**config.mk**
```make
export PLATFORM = sky130hd
export DESIGN_NAME = m_br_predictor_flat
export DESIGN_NICKNAME = d
export VERILOG_FILES = /design/src/rtl/m_br_predictor_if.sv /design/src/rtl/m_br_predictor.sv /design/src/flat_wrapper.sv
export SDC_FILE = /design/constraint.sdc
export NUM_CORES = 2
export LEC_CHECK = 0
export BUFFER_PORTS_ARGS = -buffer_cell sky130_fd_sc_hd__buf_4
export CORE_MARGIN = 5
export CORE_UTILIZATION = 65
export CTS_BUF_LIST = sky130_fd_sc_hd__clkbuf_4
export CTS_CLUSTER_SIZE = 40
export DETAILED_ROUTE_END_ITERATION = 8
export GPL_TIMING_DRIVEN = 1
export PLACE_DENSITY = 0.82
export SYNTH_ARGS = -nofsm -noshare
export SYNTH_HDL_FRONTEND = slang
export SYNTH_SLANG_ARGS = --single-unit
```
**constraint.sdc**
```tcl
create_clock -name w_clk -period 15.4 [get_ports w_clk]
set_input_delay 2.31 -clock w_clk [delete_from_list [all_inputs] [get_ports w_clk]]
set_output_delay 2.31 -clock w_clk [all_outputs]
set_load 0.05 [all_outputs]
```
**src/rtl/m_br_predictor_if.sv**
```systemverilog
// Fetch-lookup and EX-writeback signal bundle of the branch predictor.
// master = pipeline side, slave = predictor side.
interface m_br_predictor_if;
  logic [31:0] w_if_pc;
  logic        w_pred_hit;
  logic        w_pred_taken;
  logic [31:0] w_pred_tpc;
  logic        w_upd_v;
  logic [31:0] w_upd_pc;
  logic [31:0] w_upd_tpc;
  logic        w_upd_taken;
  logic        w_busy;

  modport master (
    output w_if_pc, w_upd_v, w_upd_pc, w_upd_tpc, w_upd_taken,
    input  w_pred_hit, w_pred_taken, w_pred_tpc, w_busy
  );

  modport slave (
    input  w_if_pc, w_upd_v, w_upd_pc, w_upd_tpc, w_upd_taken,
    output w_pred_hit, w_pred_taken, w_pred_tpc, w_busy
  );
endinterface

```
**src/rtl/m_br_predictor.sv**
```systemverilog
// Direct-mapped BTB branch predictor with 2-bit saturating counters and a post-reset clear sweep.
// Optional BR_PRED_STATS_EN adds update / mispredict counters (w_n_br, w_n_miss).
module m_br_predictor #(
  parameter int IDX_W  = 6,
  parameter int TAG_W  = 6,
  parameter int ADDR_W = 12
) (
  input  logic            w_clk,
  input  logic            w_rst,
  input  logic            w_ce,
  m_br_predictor_if.slave bp
`ifdef BR_PRED_STATS_EN
  ,
  output logic [31:0]     w_n_br,
  output logic [31:0]     w_n_miss
`endif
);

  localparam int DEPTH = 1 << IDX_W;

  typedef enum logic [0:0] {
    S_CLEAR = 1'b0,
    S_RUN   = 1'b1
  } state_e;

  function automatic logic [1:0] sat_inc(input logic [1:0] c);
    sat_inc = (c == 2'b11) ? 2'b11 : c + 2'b01;
  endfunction

  function automatic logic [1:0] sat_dec(input logic [1:0] c);
    sat_dec = (c == 2'b00) ? 2'b00 : c - 2'b01;
  endfunction

  state_e              state_q;
  logic [IDX_W-1:0]    ptr_q;
  logic                valid_q [DEPTH];
  logic [TAG_W-1:0]    tag_q   [DEPTH];
  logic [ADDR_W-1:0]   tgt_q   [DEPTH];
  logic [1:0]          ctr_q   [DEPTH];

  logic [IDX_W-1:0]    lk_idx_s, up_idx_s, wr_idx_s;
  logic [TAG_W-1:0]    lk_tag_s, up_tag_s;
  logic                lk_hit_s, up_hit_s, upd_acc_s, wr_en_s;
  logic                valid_d;
  logic [TAG_W-1:0]    tag_d;
  logic [ADDR_W-1:0]   tgt_d;
  logic [1:0]          ctr_d;
  logic                unused_pc_s;

  assign lk_idx_s  = bp.w_if_pc[IDX_W+1:2];
  assign lk_tag_s  = bp.w_if_pc[IDX_W+TAG_W+1:IDX_W+2];
  assign up_idx_s  = bp.w_upd_pc[IDX_W+1:2];
  assign up_tag_s  = bp.w_upd_pc[IDX_W+TAG_W+1:IDX_W+2];
  assign lk_hit_s  = valid_q[lk_idx_s] && (tag_q[lk_idx_s] == lk_tag_s);
  assign up_hit_s  = valid_q[up_idx_s] && (tag_q[up_idx_s] == up_tag_s);
  assign upd_acc_s = (state_q == S_RUN) && w_ce && bp.w_upd_v;
  assign bp.w_busy = (state_q == S_CLEAR);

  assign unused_pc_s = ^{bp.w_if_pc[31:IDX_W+TAG_W+2], bp.w_if_pc[1:0],
                         bp.w_upd_pc[31:IDX_W+TAG_W+2], bp.w_upd_pc[1:0],
                         bp.w_upd_tpc[31:ADDR_W+2], bp.w_upd_tpc[1:0]};

  // Lookup reads the table as it stands before this cycle's write, and is muted while clearing.
  always_comb begin
    bp.w_pred_hit   = 1'b0;
    bp.w_pred_taken = 1'b0;
    bp.w_pred_tpc   = 32'h0000_0000;
    if (!w_rst && (state_q == S_RUN) && lk_hit_s) begin
      bp.w_pred_hit   = 1'b1;
      bp.w_pred_taken = ctr_q[lk_idx_s][1];
      bp.w_pred_tpc   = {{(30-ADDR_W){1'b0}}, tgt_q[lk_idx_s], 2'b00};
    end else begin
      bp.w_pred_hit   = 1'b0;
    end
  end

  // Entry write selection: sweep invalidation or resolved-branch update.
  always_comb begin
    wr_en_s  = 1'b0;
    wr_idx_s = ptr_q;
    valid_d  = 1'b0;
    tag_d    = tag_q[up_idx_s];
    tgt_d    = tgt_q[up_idx_s];
    ctr_d    = ctr_q[up_idx_s];
    if (state_q == S_CLEAR) begin
      wr_en_s  = 1'b1;
      wr_idx_s = ptr_q;
      valid_d  = 1'b0;
    end else if (upd_acc_s) begin
      wr_idx_s = up_idx_s;
      valid_d  = 1'b1;
      case ({up_hit_s, bp.w_upd_taken})
        2'b11: begin
          wr_en_s = 1'b1;
          ctr_d   = sat_inc(ctr_q[up_idx_s]);
          tgt_d   = bp.w_upd_tpc[ADDR_W+1:2];
        end
        2'b10: begin
          wr_en_s = 1'b1;
          ctr_d   = sat_dec(ctr_q[up_idx_s]);
        end
        2'b01: begin
          wr_en_s = 1'b1;
          tag_d   = up_tag_s;
          tgt_d   = bp.w_upd_tpc[ADDR_W+1:2];
          ctr_d   = 2'b10;
        end
        default: begin
          wr_en_s = 1'b0;
        end
      endcase
    end else begin
      wr_en_s = 1'b0;
    end
  end

  // Clear/run FSM, sweep pointer and table storage; reset restarts the sweep from entry 0.
  always_ff @(posedge w_clk) begin
    if (w_rst) begin
      state_q <= S_CLEAR;
      ptr_q   <= '0;
    end else begin
      case (state_q)
        S_CLEAR: begin
          ptr_q <= ptr_q + {{(IDX_W-1){1'b0}}, 1'b1};
          if (&ptr_q) begin
            state_q <= S_RUN;
          end
        end
        S_RUN: begin
          state_q <= S_RUN;
        end
        default: begin
          state_q <= S_CLEAR;
          ptr_q   <= '0;
        end
      endcase
      if (wr_en_s) begin
        valid_q[wr_idx_s] <= valid_d;
        tag_q[wr_idx_s]   <= tag_d;
        tgt_q[wr_idx_s]   <= tgt_d;
        ctr_q[wr_idx_s]   <= ctr_d;
      end
    end
  end

`ifdef BR_PRED_STATS_EN
  logic [31:0] n_br_q, n_miss_q;
  logic        pred_old_s;

  // A table miss counts as a not-taken prediction.
  assign pred_old_s = up_hit_s && ctr_q[up_idx_s][1];

  // Saturating statistics of accepted updates and their mispredictions.
  always_ff @(posedge w_clk) begin
    if (w_rst) begin
      n_br_q   <= 32'h0000_0000;
      n_miss_q <= 32'h0000_0000;
    end else if (upd_acc_s) begin
      if (n_br_q != 32'hFFFF_FFFF) begin
        n_br_q <= n_br_q + 32'h0000_0001;
      end
      if ((pred_old_s != bp.w_upd_taken) && (n_miss_q != 32'hFFFF_FFFF)) begin
        n_miss_q <= n_miss_q + 32'h0000_0001;
      end
    end else begin
      n_br_q   <= n_br_q;
      n_miss_q <= n_miss_q;
    end
  end

  assign w_n_br   = n_br_q;
  assign w_n_miss = n_miss_q;
`endif

endmodule
```
**src/flat_wrapper.sv**
```systemverilog
// flat-port wrapper written by rule: the top's interface ports become plain ports
module m_br_predictor_flat 
#(
  parameter int IDX_W  = 6,
  parameter int TAG_W  = 6,
  parameter int ADDR_W = 12
)
  (w_clk, w_rst, w_ce, bp_w_if_pc, bp_w_upd_v, bp_w_upd_pc, bp_w_upd_tpc, bp_w_upd_taken, bp_w_pred_hit, bp_w_pred_taken, bp_w_pred_tpc, bp_w_busy);
  m_br_predictor_if bp_i ();
  input  logic w_clk;
  input  logic w_rst;
  input  logic w_ce;
  input wire logic [$bits(bp_i.w_if_pc)-1:0] bp_w_if_pc;
  input wire logic [$bits(bp_i.w_upd_v)-1:0] bp_w_upd_v;
  input wire logic [$bits(bp_i.w_upd_pc)-1:0] bp_w_upd_pc;
  input wire logic [$bits(bp_i.w_upd_tpc)-1:0] bp_w_upd_tpc;
  input wire logic [$bits(bp_i.w_upd_taken)-1:0] bp_w_upd_taken;
  output wire logic [$bits(bp_i.w_pred_hit)-1:0] bp_w_pred_hit;
  output wire logic [$bits(bp_i.w_pred_taken)-1:0] bp_w_pred_taken;
  output wire logic [$bits(bp_i.w_pred_tpc)-1:0] bp_w_pred_tpc;
  output wire logic [$bits(bp_i.w_busy)-1:0] bp_w_busy;
  assign bp_i.w_if_pc = bp_w_if_pc;
  assign bp_i.w_upd_v = bp_w_upd_v;
  assign bp_i.w_upd_pc = bp_w_upd_pc;
  assign bp_i.w_upd_tpc = bp_w_upd_tpc;
  assign bp_i.w_upd_taken = bp_w_upd_taken;
  assign bp_w_pred_hit = bp_i.w_pred_hit;
  assign bp_w_pred_taken = bp_i.w_pred_taken;
  assign bp_w_pred_tpc = bp_i.w_pred_tpc;
  assign bp_w_busy = bp_i.w_busy;
  m_br_predictor #(.IDX_W(IDX_W), .TAG_W(TAG_W), .ADDR_W(ADDR_W)) u_core (.w_clk(w_clk), .w_rst(w_rst), .w_ce(w_ce), .bp(bp_i));
endmodule
```
==> impl_metrics.env <==
export IMPL_outcome="finished clean"
export IMPL_area_growth_pct=9.31
export IMPL_cpMaxStageDelayCell="buf_4"
export IMPL_hold_violations=0
export IMPL_async_reset_ff_share_pct=0
export IMPL_core_mm2=0.0966
export IMPL_ys_flop_type="edfxtp_1"
export IMPL_cts_setup_buffers=0
export IMPL_ir_worst_vdd_mv=0.0749
export IMPL_max_slew_margin_pct=15.0
export IMPL_rsz0062_at_grt="no"
export IMPL_final_common_cell="edfxtp_1"
export IMPL_fin_nets=3312
export IMPL_min_period_over_period_pct=67.5
export IMPL_drive_gt1_share_pct=43.6
export IMPL_io_buffers=55
export IMPL_cts_sinks=1351
export IMPL_layout_common_cells="edfxtp_1 (1344), mux4_2 (740), clkbuf_4 (475), mux2i_1 (160), buf_4 (146)"
export IMPL_grt_pass1_vias=37000
export IMPL_arrival_ps=8080
export IMPL_worst_pin_slew_ps=1270
export IMPL_start_util_pct=65.3
export IMPL_final_antenna_net_count=0
export IMPL_critPathLaunchType="input pin"
export IMPL_fill_cells=5464
export IMPL_regArea_mm2=0.0405
export IMPL_clk_pin_slew_worst_paths_ps=80
export IMPL_grt_util_all_layers_pct=34.3
export IMPL_synth_area_leaders="edfxtp_1 (64%), mux4_2 (26%), mux2i_1 (2.6%)"
export IMPL_place_congestion=0.884
export IMPL_drc=0
export IMPL_multi_input_area_mm2=0.0215
export IMPL_synth_edf_count=1344
export IMPL_endpoint_kind="primary output"
export IMPL_synth_seq_area_share_pct=64.2
export IMPL_antenna_found_initial=6
export IMPL_cpLargestDelayFamily="buffers and inverters"
export IMPL_synth_top_area_share_pct=64.0
export IMPL_cp_cell_sequence="buf_8 > buf_4 > buf_4 > mux4_2 > mux4_2 > mux2i_1 > nor3_1 > a31oi_1 > nor3_1 > nand3_1 > nor4b_1 > buf_4"
export IMPL_pin_count=136
export IMPL_synth_area_mm2=0.0631
export IMPL_die_h_um=321
export IMPL_yosys_area_top_type="edfxtp_1"
export IMPL_post_cts_resized=0
export IMPL_num_rows=114
export IMPL_overflow=0
export IMPL_cts_root_buf="clkbuf_4"
export IMPL_finalSetupViolations=0
export IMPL_period_minus_slack_ps=10390
export IMPL_yosysWarnings=0
export IMPL_p_leak_uw=0.0222
export IMPL_clock_skew_ps=105
export IMPL_final_core_util_pct=71.4
export IMPL_min_path_type="reg -> reg"
export IMPL_crit_required_ps=13090
export IMPL_crit_fanout=77
export IMPL_critPathMostFrequentCell="buf_4"
export IMPL_postCtsHoldBufs=0
export IMPL_first_iter_violations=5793
export IMPL_cts_buffers=349
export IMPL_cts_tree="yes"
export IMPL_setup_tns_ps=0
export IMPL_power_density_mw_per_mm2=114
export IMPL_grt_pass1_wl_mm=251
export IMPL_crit_type="in -> out"
export IMPL_post_dp_hpwl_mm=98.0
export IMPL_worstSkewPairLatency_ps=1190
export IMPL_syn_avg_cell_area_um2=21.5
export IMPL_syn_inst=2932
export IMPL_synth_cell_types=63
export IMPL_slowest_delay_ps=1060
export IMPL_die_x_um=321
export IMPL_vias_per_cell=7.65
export IMPL_clockBufferDepth=4
export IMPL_drtPass1Iterations=6
export IMPL_htree_num_levels=5
export IMPL_max_freq_ghz=0.0963
export IMPL_grt_max_degree=134
export IMPL_wl_mm=175
export IMPL_ys_ff_latch=1351
export IMPL_vias=36000
export IMPL_drv_cap=0
export IMPL_drv_slew=0
export IMPL_die_area_mm2=0.103
export IMPL_wl_per_cell_um=37.2
export IMPL_worst_path_buf_inv=4
[metal layers]
layer | vias up | GRT usage [%] | part of all wire [%]
met4 | 0 | 16.7 | 5.5
met3 | 583 | 11.6 | 15
met2 | 3344 | 51.8 | 47
met1 | 18400 | 46.0 | 32
li1 | 13600 | - | -
met5 | - | 0 | 0
[where the power goes]
| group | internal (µW) | switching [µW] | total [µW] |
|---|---|---|---|
| Clock | 1530 | 1410 | 2940 |
| Sequential | 4170 | 7.56 | 4180 |
| Combinational | 272 | 458 | 730 |
[sequential cells by signal, indices dropped and copies added, names as in the netlist]
signal	cells
u_core.ptr_q	6
u_core.tag_q	384
u_core.state_q	1
u_core.tgt_q	768
u_core.ctr_q	128
u_core.valid_q	64
[final timing paths]
path / start / to / slack, ps / cells after the start
max: bp_w_if_pc[3] / bp_w_pred_taken / 5010 / 12
min: u_core.ptr_q[5] / u_core.ptr_q[5] / 570 / 2
max reg2reg: u_core.tag_q[46][5] / u_core.tgt_q[32][3] / 10210 / 10
min reg2reg: u_core.ptr_q[5] / u_core.ptr_q[5] / 570 / 2
[worst min-delay path, stage by stage (launching register included)]
cell,delay [ps]
dfxtp_1,370
o21ai_0,100
a21oi_1,60
[synthesized netlist by cell type (13+ instances only)]
cell type	number
edfxtp_1	1344
mux4_2	740
mux2i_1	161
clkbuf_1	99
a22oi_1	78
buf_2	57
nor2b_1	40
buf_4	36
nand2_1	35
nand3_1	34
mux2_2	32
buf_1	29
nor2_1	28
a21oi_1	25
buf_6	20
and2_1	18
nor3_1	14
nor4b_1	13
[layout make-up]
class | count | share of cell area, %
Clock inverter | 91 | 0.793
Antenna cell | 3 | 0.0109
Multi-Input combinational cell | 1346 | 31.2
Clock buffer | 475 | 5.17
Timing Repair Buffer | 153 | 1.75
Inverter | 9 | 0.0526
Tap cell | 1276 | 2.32
Sequential cell | 1351 | 58.8
[cells by family after synthesis]
family	count (synthesis)	synth area share, %
fa+ha+maj	1	0.0198
flops	1351	64.2
compound gates	154	1.88
simple gates	223	1.96
other cells	1	0.00595
xor+xnor	14	0.194
buf+inv	254	2.14
mux	934	29.6
[through the flow]
stage	instance area, µm²	worst slack (ps)	instances	hold slack, ps	total power (µW)
final	68900	5010	4704	572	7850
after floorplan	63100	6610	2951	500	4750
after CTS	68900	5070	4701	559	7870
after global routing	68900	4650	4703	611	8130
after global placement	64800	5100	4135	532	4940
after detailed placement	64800	5080	4135	547	4970
No activity file was read; power rests on OpenSTA's default activity.
